==> src/rtl/pipe_stage_ctrl.sv <==
// pipe_stage_ctrl
// Occupancy sequencer for an in-order NUM_STAGES pipeline. It tracks which
// stages hold a live instruction and drives the per-stage register load
// enables. A load-use hazard inserts a bubble, and a branch redirect flushes
// the younger stages. A halt drains the pipeline and reports completion. The
// block also keeps a saturating count of retired instructions.
//
// Ports
//   clk          rising-edge clock
//   reset        synchronous, active-high
//   valid        fetch offers a new instruction
//   hazard       load-use hazard seen in stage STALL_STAGE+1
//   redirect     taken branch resolved in stage FLUSH_DEPTH
//   halt         level request to stop issuing and drain
//   stage_en     per-stage register load enable (combinational)
//   stage_vld    per-stage occupancy (registered), bit 0 = fetch
//   accept       instruction taken into stage 0 this cycle (combinational)
//   retire       last stage occupied
//   opr_finished high while the pipeline sits drained after a halt
//   retired_cnt  saturating retire count
//   state        IDLE=0, RUN=1, DRAIN=2, DONE=3
module pipe_stage_ctrl #(
  parameter int NUM_STAGES  = 5,
  parameter int STALL_STAGE = 1,
  parameter int FLUSH_DEPTH = 2,
  parameter int CNT_W       = 32
) (
  input  logic                  clk,
  input  logic                  reset,
  input  logic                  valid,
  input  logic                  hazard,
  input  logic                  redirect,
  input  logic                  halt,
  output logic [NUM_STAGES-1:0] stage_en,
  output logic [NUM_STAGES-1:0] stage_vld,
  output logic                  accept,
  output logic                  retire,
  output logic                  opr_finished,
  output logic [CNT_W-1:0]      retired_cnt,
  output logic [1:0]            state
);

  typedef enum logic [1:0] {
    IDLE  = 2'd0,
    RUN   = 2'd1,
    DRAIN = 2'd2,
    DONE  = 2'd3
  } state_t;

  state_t                state_q;
  logic [NUM_STAGES-1:0] vld_shift;
  logic [NUM_STAGES-1:0] vld_nxt;

  function automatic logic [CNT_W-1:0] sat_inc(input logic [CNT_W-1:0] cnt);
    if (&cnt) return cnt;
    return cnt + {{(CNT_W-1){1'b0}}, 1'b1};
  endfunction

  // Issue decision and next occupancy
  always_comb begin
    accept    = 1'b0;
    stage_en  = '0;
    vld_nxt   = stage_vld;
    if (!reset)
      accept = valid & ~halt & ~hazard & ~redirect &
               ((state_q == IDLE) | (state_q == RUN));
    // Plain advance: every stage takes its predecessor, stage 0 takes accept.
    vld_shift = {stage_vld[NUM_STAGES-2:0], accept};
    if (!reset) begin
      if ((state_q == IDLE) || (state_q == DONE)) begin
        stage_en[0] = accept;
        vld_nxt[0]  = accept;
      end else if (redirect) begin
        // The resolving branch moves on; everything younger is killed.
        stage_en = '1;
        for (int i = 0; i < NUM_STAGES; i++)
          vld_nxt[i] = (i <= FLUSH_DEPTH) ? 1'b0 : vld_shift[i];
      end else if (hazard) begin
        // Front stages freeze, a bubble enters behind them, the rest advance.
        for (int i = 0; i < NUM_STAGES; i++) begin
          if (i <= STALL_STAGE) begin
            stage_en[i] = 1'b0;
            vld_nxt[i]  = stage_vld[i];
          end else if (i == STALL_STAGE + 1) begin
            stage_en[i] = 1'b1;
            vld_nxt[i]  = 1'b0;
          end else begin
            stage_en[i] = 1'b1;
            vld_nxt[i]  = vld_shift[i];
          end
        end
      end else begin
        stage_en = '1;
        vld_nxt  = vld_shift;
      end
    end
  end

  // Registered occupancy, FSM and retire counter
  always_ff @(posedge clk) begin
    if (reset) begin
      state_q      <= IDLE;
      stage_vld    <= '0;
      opr_finished <= 1'b0;
      retired_cnt  <= '0;
    end else begin
      stage_vld <= vld_nxt;
      if (retire)
        retired_cnt <= sat_inc(retired_cnt);
      case (state_q)
        IDLE:  if (accept) state_q <= RUN;
        RUN:   if (halt) state_q <= DRAIN;
        DRAIN: if (vld_nxt == '0) begin
                 state_q      <= DONE;
                 opr_finished <= 1'b1;
               end
        DONE:  if (!halt) begin
                 state_q      <= IDLE;
                 opr_finished <= 1'b0;
               end
      endcase
    end
  end

  assign retire = stage_vld[NUM_STAGES-1];
  assign state  = state_q;

endmodule

==> config.mk <==
export PLATFORM = sky130hd
export DESIGN_NAME = pipe_stage_ctrl
export DESIGN_NICKNAME = d
export VERILOG_FILES = /design/src/rtl/pipe_stage_ctrl.sv
export SDC_FILE = /design/constraint.sdc
export NUM_CORES = 1
export LEC_CHECK = 0
export CORE_MARGIN = 2
export CORE_UTILIZATION = 52
export CTS_BUF_LIST = sky130_fd_sc_hd__clkbuf_2 sky130_fd_sc_hd__clkbuf_4 sky130_fd_sc_hd__clkbuf_8
export CTS_CLUSTER_DIAMETER = 40
export DETAILED_ROUTE_END_ITERATION = 6
export PLACE_DENSITY = 0.85
export SLEW_MARGIN = 20
export SYNTH_ARGS = -nofsm -noshare
export SYNTH_HDL_FRONTEND = slang
export SYNTH_SLANG_ARGS = --single-unit
==> constraint.sdc <==
create_clock -name clk -period 3.1 [get_ports clk]
set_input_delay 0.31 -clock clk [delete_from_list [all_inputs] [get_ports clk]]
set_output_delay 0.31 -clock clk [all_outputs]
set_load 0.005 [all_outputs]
==> results.txt, run 1 <==
The flow ran to the end, and the final reports show no timing, DRC or antenna violations. The kind of critical path is input pin to output port. The leading cell type in the layout, fill and taps excluded is clkdlybuf4s50_1. After synthesis, the mean cell area works out to 8.64 µm². The number of global-route vias before repair was 1892; the clock latency at the later pin of the worst-skew pair was 290 ps. Vertical die dimension: 70.5 µm. The number of buffers on the longest clock path is 2, and the number of placement rows is 24. Clock-pin slew was measured on the worst setup and hold paths at 80 ps. For the top-level I/O count, the log shows 53. The wire-length estimate of the detail-placed layout is 3820 µm. Total setup buffers inserted after CTS: 0. The number of hold buffers added after cts is 0, and the final routed DRC violation total is 0.

Simple-gate share of the synthesized area: 0.319. Setup slack closes at 444 ps. After global routing the overflow that remains totals 0. The post-synthesis async set-or-reset flop share came out at 0.

Yosys attributes the largest share of cell area to dfxtp_1 (35%), a21oi_1 (5.0%), mux2_2 (4.4%). The library cells used most frequently in the layout, excluding fill and tap cells, are clkdlybuf4s50_1 (52), dfxtp_1 (40), nor2_1 (27). At the end of the flow, the number of nets in the layout was 328. OpenSTA, run right after detailed placement, puts the worst setup slack at 464 ps.

The floorplan step set the die width to 70.5 µm. At the worst endpoint, the arrival time is 2350 ps. The tools report the pin count of the biggest net entering global routing as 26. The post-CTS resize count is 0.

The mux contribution to synthesized area works out to 0.0572. Static timing analysis puts the maximum clock frequency at 376 MHz. The number of DRC markers in iteration 0 was 163. The number of filler instances in the final layout was 350; the compound-cell area share of the yosys netlist was 0.154. After detailed routing, the average wire length per cell comes to 14.4 µm. The share of layout cells above drive strength 1 was 0.139. The final max-slew violation count was 0; the instance count along the most critical hold path was 2.

Setup repair after global routing left no endpoint under its margin. The congestion estimate from routability-driven global placement came to 0.823. The synthesized-area fraction occupied by xor and xnor cells was 0.0457; the top cell type's share of synthesized area was 0.348.

The starting density of the core was 0.535; the required time at the worst-slack endpoint was 2790 ps. The hold violation total from the final report came out at 0. STA classifies the critical path endpoint as an output port. For the summed negative setup slack over all endpoints, the log shows 0 ps. The number of maximum-capacitance violations was 0. At the pin with the least slew margin, the transition time is 537 ps.

The largest area contributor in the synthesized netlist is dfxtp_1. For the worst flop-to-flop path, the logic depth is 7. Along the worst path, the maximum fanout reaches 6. The tools report the TritonCTS sink count as 40.

The worst hold path belongs to the class flip-flop to flip-flop. STA classifies the critical path startpoint as an input pin. Setup violations remaining at the end of the flow were counted as 0.

Summing all flip-flop and latch instances after layout gives 801 µm². For the final database, setup skew stands at 10.1 ps. Diode insertion count for antenna repair: 0.

The largest vdd supply drop is 0.216 mV. After synthesis, the largest family of logic cells by area is simple AND/OR/NAND/NOR gates. The ratio of final minimum period to clock period is 0.857. The minimum clock period works out to 2660 ps.

The logs give 0 for the remaining number of nets flagged by the antenna check after routing and 0 for the number of synthesis warnings. Yosys mapped a number of flops with a built-in enable equal to 0. The prevailing post-synth register cell is dfxtp_1.

The H-tree generated during clock tree synthesis spans 2 levels. The adder and majority gate portion of the synthesized area was 0.0272. Number of instances in the synthesized netlist: 266. The number of input and output port buffers inserted is 52, and the post-detailed-routing wire length is 5310 µm. The first global-routing pass estimated 8630 µm of wire. The normalized max-slew margin was 0.639; the number of antenna violations at the first check in global routing was 0. The total power per unit cell area is 347 nW/µm², and the first-pass iteration count of the detailed router is 4. The mapped netlist covers 2300 µm². The core region is 4290 µm².

The layout overhead on the synthesized area works out to 26.9%. Synthesis produced a netlist with a net count of 277. The analysis attributes to cell leakage a power of 1.06 nW. The final route contains 2151 vias. The number of buffers created by CTS was 5.

The total of flip-flops plus latches after synthesis was 40; the number of distinct standard cells referenced by the synthesized netlist was 52. The multi-input combinational cells in the finished layout cover a total of 1390 µm². The tools report the total global routing track utilization as 0.213. TritonCTS built the clock tree. Portion of the post-synthesis area used by sequential elements: 0.348.

Using the TritonRoute via totals, the vias-per-cell ratio works out to 5.83. The die area came out at 4970 µm². The root buffer cell is clkbuf_8.
## routing by layer
metal,share of wire,vias to the layer above,wire [µm],track usage
li1,-,1064,-,-
met1,0.44,1006,2350,0.275
met2,0.49,72,2610,0.352
met3,0.049,9,262,0.0476
met4,0.016,0,83,0.0684
met5,0,-,0,0
## Yosys cell counts, types with 2 or more instances
| master | count |
|---|---|
| nor2_1 | 27 |
| xor2_1 | 10 |
| nand4_2 | 5 |
| a211oi_1 | 2 |
| buf_6 | 2 |
| and4_1 | 3 |
| nor2b_1 | 8 |
| or4b_1 | 2 |
| o21ai_0 | 7 |
| buf_2 | 2 |
| nor3_1 | 3 |
| nor4_4 | 2 |
| mux2_2 | 9 |
| nand4_1 | 15 |
| nand2_1 | 25 |
| o211ai_1 | 2 |
| clkbuf_1 | 3 |
| buf_4 | 3 |
| o21ai_1 | 6 |
| a31oi_1 | 2 |
| nand3_1 | 7 |
| inv_1 | 11 |
| a211o_1 | 2 |
| ha_1 | 5 |
| dfxtp_1 | 40 |
| a21oi_1 | 23 |
| xnor2_1 | 2 |
| or3_2 | 5 |
| and3_1 | 2 |
| or3_1 | 5 |
| o211ai_2 | 2 |
| or4_4 | 2 |
| mux2i_1 | 3 |
## per-stage QoR
step | cell area, µm² | std cells | hold WS, ps | power (W) | utilization
global route | 2920 | 369 | 530 | 0.00105 | 0.679
detailed placement | 2840 | 362 | 494 | 0.000679 | 0.661
finish | 2920 | 369 | 506 | 0.00101 | 0.679
floorplan | 2300 | 266 | 481 | 0.000634 | -
CTS | 2920 | 369 | 508 | 0.00102 | 0.679
global placement | 2840 | 362 | 490 | 0.000677 | 0.661
## cell type report
| class | instances | area share |
|---|---|---|
| multi-input cells | 204 | 0.475 |
| clock inverters | 1 | 0.00172 |
| inverters | 11 | 0.0142 |
| clock buffers | 6 | 0.0262 |
| flip-flops and latches | 40 | 0.274 |
| repair buffers | 55 | 0.186 |
| well taps | 52 | 0.0223 |
## state kept, by name, indices dropped and copies added (netlist names)
register      flops
stage_vld         5
retired_cnt      32
state             2
opr_finished      1
## worst paths after layout
path                                       from               to  slack [ps]
worst max-delay path                     hazard      stage_en[0]         440
worst min-delay path            retired_cnt[17]  retired_cnt[17]         510
worst max register to register         state[0]     opr_finished         620
worst min register to register  retired_cnt[17]  retired_cnt[17]         510
## cells by family after synthesis
logic type,count (synthesis)
xor+xnor,12
mux,12
buf+inv,22
simple gates,121
compound gates,54
flops,40
fa+ha+maj,5
## where the power goes
part / switching, W / total, W / internal [W] / leakage, nW
Clock: 0.000184 / 0.000346 / 0.000162 / 0.0445
Sequential: 0.00000768 / 0.000527 / 0.000519 / 0.322
Combinational: 0.0000686 / 0.000141 / 0.0000720 / 0.698
## critical path: stages
cell	delay, ps
clkdlybuf4s50_1	510
or4b_1	600
nor3_1	270
a21o_1	160
clkdlybuf4s50_1	500
Note: power is estimated with default switching activity, not from simulation.
==> run 2, diff against run 1 <==
--- a/config.mk
+++ b/config.mk
@@ -5,12 +5,15 @@
 export SDC_FILE = /design/constraint.sdc
 export NUM_CORES = 1
 export LEC_CHECK = 0
+export CELL_PAD_IN_SITES_DETAIL_PLACEMENT = 0
+export CELL_PAD_IN_SITES_GLOBAL_PLACEMENT = 1
 export CORE_MARGIN = 2
-export CORE_UTILIZATION = 52
+export CORE_UTILIZATION = 38
 export CTS_BUF_LIST = sky130_fd_sc_hd__clkbuf_2 sky130_fd_sc_hd__clkbuf_4 sky130_fd_sc_hd__clkbuf_8
 export CTS_CLUSTER_DIAMETER = 40
 export DETAILED_ROUTE_END_ITERATION = 6
-export PLACE_DENSITY = 0.85
+export HOLD_SLACK_MARGIN = 0.02
+export PLACE_DENSITY = 0.83
 export SLEW_MARGIN = 20
 export SYNTH_ARGS = -nofsm -noshare
 export SYNTH_HDL_FRONTEND = slang
==> results.txt, run 2 (synthesized netlist as in run 1, its figures left out) <==
The run finished with clean final reports. The logs give 6690 µm² (+35%) for the die area and 0 (unchanged) for the diode insertion count for antenna repair. The largest stage delay on the critical path was 580 ps (-20 ps); the maximum fanout encountered on the critical timing path was 6 (unchanged).

The routed via count divided by cell count was 5.40 (-7.3%); the number of buffers created by CTS was 5 (unchanged). The critical path's slowest cell is or4b_1. Setup repair after global routing left no endpoint under its margin. The worst hold-check path type was flip-flop to flip-flop.

The tree is rooted in a clkbuf_8. The horizontal die dimension is 81.8 µm (+16%). The number of input and output port buffers inserted is 52 (unchanged), and the minimum clock period is 2700 ps (+43.9 ps). For the sequential standard cell area, the log shows 801 µm² (unchanged). The library cells used most frequently in the layout, excluding fill and tap cells, are clkdlybuf4s50_1 (52), dfxtp_1 (40), nor2_1 (27). The remaining number of nets flagged by the antenna check after routing came out at 0 (unchanged). Number of buffers on the longest clock path: 2 (unchanged). The logs give 0.167 (-0.0464) for the total global routing track utilization and 40 (unchanged) for the TritonCTS sink count. The final routed DRC violation total is 0 (unchanged), and the vertical die dimension is 81.8 µm (+16%).

For the hold violation total from the final report, the log shows 0 (unchanged). The pin count of the biggest net entering global routing is 27 (+3.8%). The detail-routed net length per standard cell was 13.7 µm (-5.1%); the first-pass GRT wire length was 8810 µm (+2.1%).

The run gives 28 (+17%) as the number of placement rows. The cell that appears most often on the critical path is clkdlybuf4s50_1. The summed negative setup slack over all endpoints came out at 0 ps (unchanged).

The startpoint type of the worst setup path was an input pin. The half-perimeter wire length after placement was 3850 µm (+0.89%); the number of filler instances in the final layout was 569 (+63%). The detailed-route via count was 2107 (-2.0%); the normalized max-slew margin was 0.647 (+0.00805). The number of hold buffers added after cts was 0 (unchanged); the data arrival time of the worst path was 2390 ps (+40 ps).

The run gives 5330 µm (+0.32%) as the post-detailed-routing wire length. For the multi-input combinational cell area, the log shows 1390 µm² (unchanged). Slew at the pin closest to its max-slew limit: 525 ps (-12.0 ps). The final max-slew violation count was 0 (unchanged); the number of maximum-capacitance violations was 0 (unchanged).

The layout overhead on the synthesized area came out at 27.7%. The post-layout net count was 328 (unchanged). Traced cell by cell, the critical path runs through clkdlybuf4s50_1, or4b_1, nor3_1, a21o_1, clkdlybuf4s50_1. Number of DRC markers in iteration 0: 94 (-42%). TritonCTS built the clock tree.

The number of flip-flops under the largest register name is 32 (unchanged). The final worst clock skew was 5.30 ps (-4.78 ps). Top-level I/O count: 53 (unchanged).

The total setup buffers inserted after CTS was 0 (unchanged). The placeable core region was 5890 µm² (+37%); the starting density of the core was 0.391 (-0.145). The tools report the post-CTS resize count as 0 (unchanged). The slack of the worst reg-to-reg path came out at 670 ps (+50 ps). The ratio of final minimum period to clock period is 0.871 (+0.0142). The overall overflow remaining after global route is 0 (unchanged), and the share of layout cells above drive strength 1 is 0.133 (-0.00547). The register name with the most flops is retired_cnt.

The number of instances in the placed design was 385 (+6.4%). The deepest level of the CTS H-tree came out at 2 (unchanged). The tools report the number of antenna violations at the first check in global routing as 0 (unchanged).

The total power per unit cell area came out at 335 nW/µm² (-3.6%). The clock latency at the later pin of the worst-skew pair is 290 ps (about the same). For the final non-filler cell total, the log shows 390 (+5.7%). The clock-pin slew of the registers on the worst-case setup and hold paths was 70 ps (about the same). The kind of critical path was input pin to output port. The leakage power is 1.06 nW (-0.80%), and the largest vdd supply drop is 0.216 mV (-0.24%).

The logs give 370 MHz (-1.6%) for the maximum frequency from static timing analysis and 0.799 (-2.9%) for the weighted congestion reported at the end of routability-driven placement. The first-pass iteration count of the detailed router was 4 (unchanged). STA classifies the critical path endpoint as an output port.

The leading cell type in the layout, fill and taps excluded is clkdlybuf4s50_1. The required time at the worst-slack endpoint is 2790 ps (about the same), and the number of global-route vias before repair is 1918 (+1.4%). The run gives 0 (unchanged) as the number of setup violations in the final report.
[run 2: cell types whose count changed in the layout (fill, tap and decap cells not counted)]
cell      change
clkbuf_4      -1
clkinv_2      -1
[run 2: final timing paths]
kind / startpoint / end / cells past startpoint
max: hazard / stage_en[0] / 5
min: retired_cnt[1] / retired_cnt[1] / 2
max reg2reg: state[0] / opr_finished / 7
min reg2reg: retired_cnt[1] / retired_cnt[1] / 2
[run 2: per-layer routing]
layer | vias up | track usage | routed length [µm]
met3 | 6 | 0.0429 | 209
met2 | 40 | 0.272 | 2470
met5 | - | 0 | 0
li1 | 1059 | - | -
met4 | 0 | 0.0483 | 52
met1 | 1002 | 0.217 | 2600
[run 2: area by class of cell]
| cell class | count | share of cell area |
|---|---|---|
| multi-input cells | 204 | 0.472 |
| flip-flops and latches | 40 | 0.273 |
| repair buffers | 55 | 0.185 |
| well taps | 75 | 0.0320 |
| clock buffers | 5 | 0.0235 |
| inverters | 11 | 0.0141 |
[run 2: power by group]
part / leakage, nW / internal (W) / total [W] / switching [W]
sequential: 0.322 / 0.000520 / 0.000528 / 0.00000821
clock: 0.0359 / 0.000145 / 0.000313 / 0.000168
combinational: 0.698 / 0.0000721 / 0.000142 / 0.0000700
[run 2: critical path: cells and delay by family]
family | cells | cell delay, ps
buf+inv | 2 | 990
simple gates | 2 | 910
compound gates | 1 | 170
[run 2: metrics by stage]
step                area [µm²]  worst slack, ps  hold slack [ps]  power (W)  utilization
floorplan                 2300              860              481   0.000634            -
global placement          2870              463              489   0.000681        0.487
detailed placement        2870              427              497   0.000681        0.487
CTS                       2930              408              511   0.000996        0.499
global route              2930              319              543    0.00103        0.499
finish                    2930              400              512   0.000983        0.499
